[config.mk]
export PLATFORM = sky130hd
export DESIGN_NAME = id_ex_stage
export DESIGN_NICKNAME = d
export VERILOG_FILES = /design/src/rtl/id_ex_stage.sv
export SDC_FILE = /design/constraint.sdc
export NUM_CORES = 1
export LEC_CHECK = 0
export BUFFER_PORTS_ARGS = -buffer_cell sky130_fd_sc_hd__buf_2
export CAP_MARGIN = 20
export CORE_AREA = 3 3 129 131
export CTS_CLUSTER_SIZE = 14
export DETAILED_ROUTE_END_ITERATION = 10
export DIE_AREA = 0 0 132 134
export SLEW_MARGIN = 30
export SYNTH_ARGS = -nofsm -noshare
export SYNTH_HDL_FRONTEND = slang
export SYNTH_SLANG_ARGS = --single-unit
[constraint.sdc]
create_clock -name clk -period 1.3 [get_ports clk]
set_input_delay 0 -clock clk [delete_from_list [all_inputs] [get_ports clk]]
set_output_delay 0 -clock clk [all_outputs]
set_load 0.01 [all_outputs]
[src/rtl/id_ex_stage.sv]
// ID/EX pipeline register with load-use hazard detection and bubble insertion.
// Optional macro ID_EX_STALL_COUNT_EN adds saturating StallCount/FlushCount outputs.
module id_ex_stage #(
    parameter int DATA_W = 32,
    parameter int REG_W  = 5
) (
    input  logic              clk,
    input  logic              reset,
    input  logic              Flush,
    input  logic              RegDst,
    input  logic              ALUSrc,
    input  logic              MemtoReg,
    input  logic              RegWrite,
    input  logic              MemRead,
    input  logic              MemWrite,
    input  logic              Branch,
    input  logic              Jump,
    input  logic [1:0]        ALUOp,
    input  logic [5:0]        Opcode,
    input  logic [5:0]        Funct,
    input  logic [DATA_W-1:0] PC4,
    input  logic [DATA_W-1:0] ReadData1,
    input  logic [DATA_W-1:0] ReadData2,
    input  logic [DATA_W-1:0] SignExtImm,
    input  logic [REG_W-1:0]  Rs,
    input  logic [REG_W-1:0]  Rt,
    input  logic [REG_W-1:0]  Rd,
    output logic              Stall,
    output logic              EX_RegDst,
    output logic              EX_ALUSrc,
    output logic              EX_MemtoReg,
    output logic              EX_RegWrite,
    output logic              EX_MemRead,
    output logic              EX_MemWrite,
    output logic              EX_Branch,
    output logic              EX_Jump,
    output logic [1:0]        EX_ALUOp,
    output logic [5:0]        EX_Opcode,
    output logic [5:0]        EX_Funct,
    output logic [DATA_W-1:0] EX_PC4,
    output logic [DATA_W-1:0] EX_ReadData1,
    output logic [DATA_W-1:0] EX_ReadData2,
    output logic [DATA_W-1:0] EX_SignExtImm,
    output logic [REG_W-1:0]  EX_Rs,
    output logic [REG_W-1:0]  EX_Rt,
    output logic [REG_W-1:0]  EX_Rd,
`ifdef ID_EX_STALL_COUNT_EN
    output logic [31:0]       StallCount,
    output logic [31:0]       FlushCount,
`endif
    output logic              EX_Valid
);

    // Control bundle order: RegDst ALUSrc MemtoReg RegWrite MemRead MemWrite Branch Jump ALUOp[1:0]
    logic [9:0]        ctrl_d, ctrl_q;
    logic              valid_d, valid_q;
    logic [5:0]        opcode_q, funct_q;
    logic [DATA_W-1:0] pc4_q, rd1_q, rd2_q, imm_q;
    logic [REG_W-1:0]  rs_q, rt_q, rd_q;
    logic              hazard;

    assign hazard = ctrl_q[5] & valid_q & (rt_q != '0) & ((rt_q == Rs) | (rt_q == Rt));
    assign Stall  = hazard & ~Flush;

    // Only control and valid are squashed; datapath fields always load.
    always_comb begin
        ctrl_d  = {RegDst, ALUSrc, MemtoReg, RegWrite, MemRead, MemWrite, Branch, Jump, ALUOp};
        valid_d = 1'b1;
        if (Flush || hazard) begin
            ctrl_d  = '0;
            valid_d = 1'b0;
        end
    end

    always_ff @(posedge clk) begin
        if (reset) begin
            ctrl_q   <= '0;
            valid_q  <= 1'b0;
            opcode_q <= '0;
            funct_q  <= '0;
            pc4_q    <= '0;
            rd1_q    <= '0;
            rd2_q    <= '0;
            imm_q    <= '0;
            rs_q     <= '0;
            rt_q     <= '0;
            rd_q     <= '0;
        end else begin
            ctrl_q   <= ctrl_d;
            valid_q  <= valid_d;
            opcode_q <= Opcode;
            funct_q  <= Funct;
            pc4_q    <= PC4;
            rd1_q    <= ReadData1;
            rd2_q    <= ReadData2;
            imm_q    <= SignExtImm;
            rs_q     <= Rs;
            rt_q     <= Rt;
            rd_q     <= Rd;
        end
    end

    assign {EX_RegDst, EX_ALUSrc, EX_MemtoReg, EX_RegWrite,
            EX_MemRead, EX_MemWrite, EX_Branch, EX_Jump, EX_ALUOp} = ctrl_q;
    assign EX_Valid      = valid_q;
    assign EX_Opcode     = opcode_q;
    assign EX_Funct      = funct_q;
    assign EX_PC4        = pc4_q;
    assign EX_ReadData1  = rd1_q;
    assign EX_ReadData2  = rd2_q;
    assign EX_SignExtImm = imm_q;
    assign EX_Rs         = rs_q;
    assign EX_Rt         = rt_q;
    assign EX_Rd         = rd_q;

`ifdef ID_EX_STALL_COUNT_EN
    logic [31:0] stall_cnt_d, stall_cnt_q, flush_cnt_d, flush_cnt_q;

    // Saturating event counters.
    always_comb begin
        stall_cnt_d = stall_cnt_q;
        flush_cnt_d = flush_cnt_q;
        if (Stall && (stall_cnt_q != 32'hFFFF_FFFF)) stall_cnt_d = stall_cnt_q + 32'd1;
        if (Flush && (flush_cnt_q != 32'hFFFF_FFFF)) flush_cnt_d = flush_cnt_q + 32'd1;
    end

    always_ff @(posedge clk) begin
        if (reset) begin
            stall_cnt_q <= '0;
            flush_cnt_q <= '0;
        end else begin
            stall_cnt_q <= stall_cnt_d;
            flush_cnt_q <= flush_cnt_d;
        end
    end

    assign StallCount = stall_cnt_q;
    assign FlushCount = flush_cnt_q;
`endif

endmodule

==> flow_summary.yaml <==
min_path:
  hold_class: "input pin to flip-flop"
  min-delay-start: "Flush"
  hold_path_depth: 5
  hold_end: "ctrl_q[8]"
cts:
  cts.sinks: 166
  ctsLongestPathBuffers: 2
  worst_setup_hold_path_clk_slew_ps: 60
  h-tree-depth: 4
  insertion_delay_ps: 410
  cts_made_buffers: 17
  tritoncts: "built"
  cts_root_buf: "sky130_fd_sc_hd__clkbuf_16"
placed_design:
  gp_congestion: 0.814
  place.detailed.instances: 922
  dp_hpwl_um: 10500
  buffer_ports.inserted: 334
pwr:
  total_power_uw: 11600
  switching_share: 0.235
  worst_ir_drop_vdd_uv: 866
  combPwrFrac: 0.127
  cellPowerDensity_nw_per_um2: 1300
  netSwitchingPower_uw: 2740
  cellLeakagePower_uw: 0.00434
  clock_power_share: 0.406
  seqPwrFrac: 0.466
  internal_power_uw: 8890
die:
  starting_density: 0.296
  die_width_um: 132
  pin_count: 335
  core-area_um2: 15700
  vertical_die_dimension_um: 134
  total_number_of_placement_rows: 46
  design.die.area_um2: 17700
final_layout:
  flow.area_growth_from_synthesis_pct: 93.0
  num_antenna_cells: 0
  multi_input_area_um2: 1300
  final_layout_size_suffix_gt1_frac: 0.440
  seq_area_um2: 3330
  n_fill_cell: 1294
  nets: 1065
  final_cells: 1126
sta:
  tightestPinTransition_ps: 513
  final_critical_path_setup_slack_ps: -447
  finClkSkew_ps: 4.00
  timing.fmax_mhz: 572
  period_needed_ps: 1750
  hold_viol: 0
  timing.max_slew.rel_slack: 0.658
  finalCritPeriodShare: 1.34
  setup-violations-final: 12
  report.final.slew_viol_count: 0
  rsz0062_at_grt: "true"
setup_path:
  worstPathMaxFanout: 2
  worstPathRequired_ps: 1300
  worst_reg2reg_path_endpoint: "ctrl_q[0]"
  crit_path_max_incr_delay_ps: 380
  worstRegToRegCells: 6
  startpoint_type: "flip-flop"
  setup.worst_path.end_class: "output port"
  cpMaxStageDelayCell: "sky130_fd_sc_hd__or3_4"
  path_buf_inv: 1
  criticalPathCategory: "flip-flop to output port"
  worst_r2r_startpoint: "EX_Rt[3]"
  critical_path.top_delay_family: "simple AND/OR/NAND/NOR gates"
  crit_path_cell_trace: "or3_4 -> o311a_4 -> and3b_2 -> buf_6"
  regToRegSetupSlack_ps: -280
  timing.critical_path.arrival_ps: 1750
global_route:
  grt_first_pass_wirelength_um: 24400
  grt_antenna_before_repair: 0
  grt.overflow.total: 0
  largest_net_degree_at_the_start_of_global_routing: 112
  first_global_vias: 4865
  groute.usage.overall: 0.174
routing:
  detail_route.drc_violations: 0
  avgViaCountPerCell: 3.92
  route.final.wire_length_um: 15700
  vias: 4418
  drtIter0Drc: 142
  detailedRoute.firstPassIterationCount: 4
  postRouteAntennaNets: 0
  wl_per_cell_um: 13.9
synth:
  postSynthCellCount: 381
  synth_area_leaders: "sky130_fd_sc_hd__dfxtp_1 71%, sky130_fd_sc_hd__nor2b_1 21%, sky130_fd_sc_hd__a21oi_2 1.9%"
  synth_seq_cells: 166
  synth-seq-area-share: 0.715
  yosysWarningCount: 0
  yosysMostFrequentCell: "sky130_fd_sc_hd__dfxtp_1"
  post_synth_instance_area_um2: 4650
  prevailing_post_synth_register_cell: "sky130_fd_sc_hd__dfxtp_1"
  netlist_top_cells_count: "166 x sky130_fd_sc_hd__dfxtp_1, 155 x sky130_fd_sc_hd__nor2b_1, 18 x sky130_fd_sc_hd__clkbuf_1"
  post-synth-top-area-fraction: 0.715
  synth_enable_flop_cells: 0
  synth_area_leader_cell: "sky130_fd_sc_hd__dfxtp_1"
  ys_async_sr_fraction: 0
  post_synth.cell_area_avg_um2: 12.2
  netlist-cell-type-count: 15
  syn-num-nets: 549
flow_run:
  max_cap_viol_count: 0
run_status:
  status: "finished with violations"
  violated_checks: "negative setup slack"
-- per-stage QoR --
step	util	area, um^2	TNS, ps	hold WS, ps	worst slack (ps)
after floorplan	-	4650	-441	128	-44.1
after global placement	0.422	6630	-1180	207	-132
after detailed placement	0.422	6630	-1400	212	-158
after CTS	0.567	8910	-2830	6.39	-510
after global routing	0.571	8980	-3970	26.7	-508
final	0.571	8980	-3430	31.4	-447
-- layer usage --
layer / routed length (um) / GRT usage / share of wire / vias up
met5: 0 / 0 / 0 / -
met4: 273 / 0.0607 / 0.017 / 0
met3: 1180 / 0.0660 / 0.075 / 18
met2: 8370 / 0.322 / 0.53 / 202
met1: 5860 / 0.179 / 0.37 / 2002
li1: - / - / - / 2196
-- logic make-up (layout without fill, tap and decap cells) --
logic type | Yosys count | after routing | share of synthesized area
and+or+nand+nor | 172 | 172 | 0.225
DFF | 166 | 166 | 0.715
buffers and inverters | 20 | 549 | 0.0180
AOI/OAI and AO/OA | 13 | 13 | 0.0239
xor gates and xnor gates | 10 | 10 | 0.0188
-- what timing repair did --
item,4_1_cts,5_1_grt
endpoints found under the hold margin,165,0
buffers inserted,2,4
pin swaps,4,14
hold buffers,166,0
setup endpoints to repair,12,12
cloned,0,0
resized for setup,8,7
-- area by class of cell --
cell class | instances | area share
clock inverters | 13 | 0.0135
well taps | 216 | 0.0301
flip-flops and latches | 166 | 0.370
repair buffers | 517 | 0.393
multi-input cells | 195 | 0.145
clock buffers | 19 | 0.0482
-- worst min-delay path: stages --
cell and delay, ps:
sky130_fd_sc_hd__buf_2 80, sky130_fd_sc_hd__nor2_1 40, sky130_fd_sc_hd__buf_4 160, sky130_fd_sc_hd__nand2_1 80
sky130_fd_sc_hd__a21oi_2 30
-- state kept, by name, summed over array words and instances, names as in the netlist --
register	count
EX_Valid	1
EX_Opcode	6
EX_ReadData1	32
EX_Funct	6
EX_Rs	5
ctrl_q	10
EX_PC4	32
EX_ReadData2	32
EX_Rd	5
EX_SignExtImm	32
EX_Rt	5
-- layout by cell type (no fill, tap or decap) --
cell / count
sky130_fd_sc_hd__a21boi_2: 1
sky130_fd_sc_hd__a21oi_2: 8
sky130_fd_sc_hd__a21oi_4: 2
sky130_fd_sc_hd__and3b_2: 1
sky130_fd_sc_hd__buf_12: 3
sky130_fd_sc_hd__buf_2: 332
sky130_fd_sc_hd__buf_4: 11
sky130_fd_sc_hd__buf_6: 4
sky130_fd_sc_hd__buf_8: 1
sky130_fd_sc_hd__bufinv_16: 1
sky130_fd_sc_hd__clkbuf_1: 2
sky130_fd_sc_hd__clkbuf_16: 17
sky130_fd_sc_hd__clkinv_2: 2
sky130_fd_sc_hd__clkinv_4: 1
sky130_fd_sc_hd__clkinvlp_4: 5
sky130_fd_sc_hd__dfxtp_1: 164
sky130_fd_sc_hd__dfxtp_2: 2
sky130_fd_sc_hd__dlygate4sd3_1: 166
sky130_fd_sc_hd__inv_6: 4
sky130_fd_sc_hd__nand2_1: 12
sky130_fd_sc_hd__nand3_1: 2
sky130_fd_sc_hd__nor2_1: 1
sky130_fd_sc_hd__nor2b_1: 155
sky130_fd_sc_hd__o22ai_1: 1
sky130_fd_sc_hd__o311a_4: 1
sky130_fd_sc_hd__or3_4: 1
sky130_fd_sc_hd__xnor2_1: 7
sky130_fd_sc_hd__xnor2_2: 3
-- power groups by stage --
stage               Clock [uW]  Combinational (uW)  Sequential, uW
CTS                       4860                1460            5420
global placement             0                1040            5530
detailed placement           0                1050            5530
floorplan                    0                 283            5690
finish                    4730                1480            5420
global route              5070                1600            5450
-- worst max path at each step --
stage / start / endpoint / slack, ps / depth (start not counted)
3_5_place_dp: EX_Rt[2] / ctrl_q[0] / -160 / 4
3_3_place_gp: EX_Rt[2] / ctrl_q[0] / -130 / 4
5_1_grt: EX_Rt[3] / Stall / -510 / 4
6_report: EX_Rt[3] / Stall / -450 / 4
4_1_cts: EX_Rt[3] / Stall / -510 / 4
2_1_floorplan: EX_Rt[2] / ctrl_q[0] / -40 / 4
(Power assumes the default switching activity.)
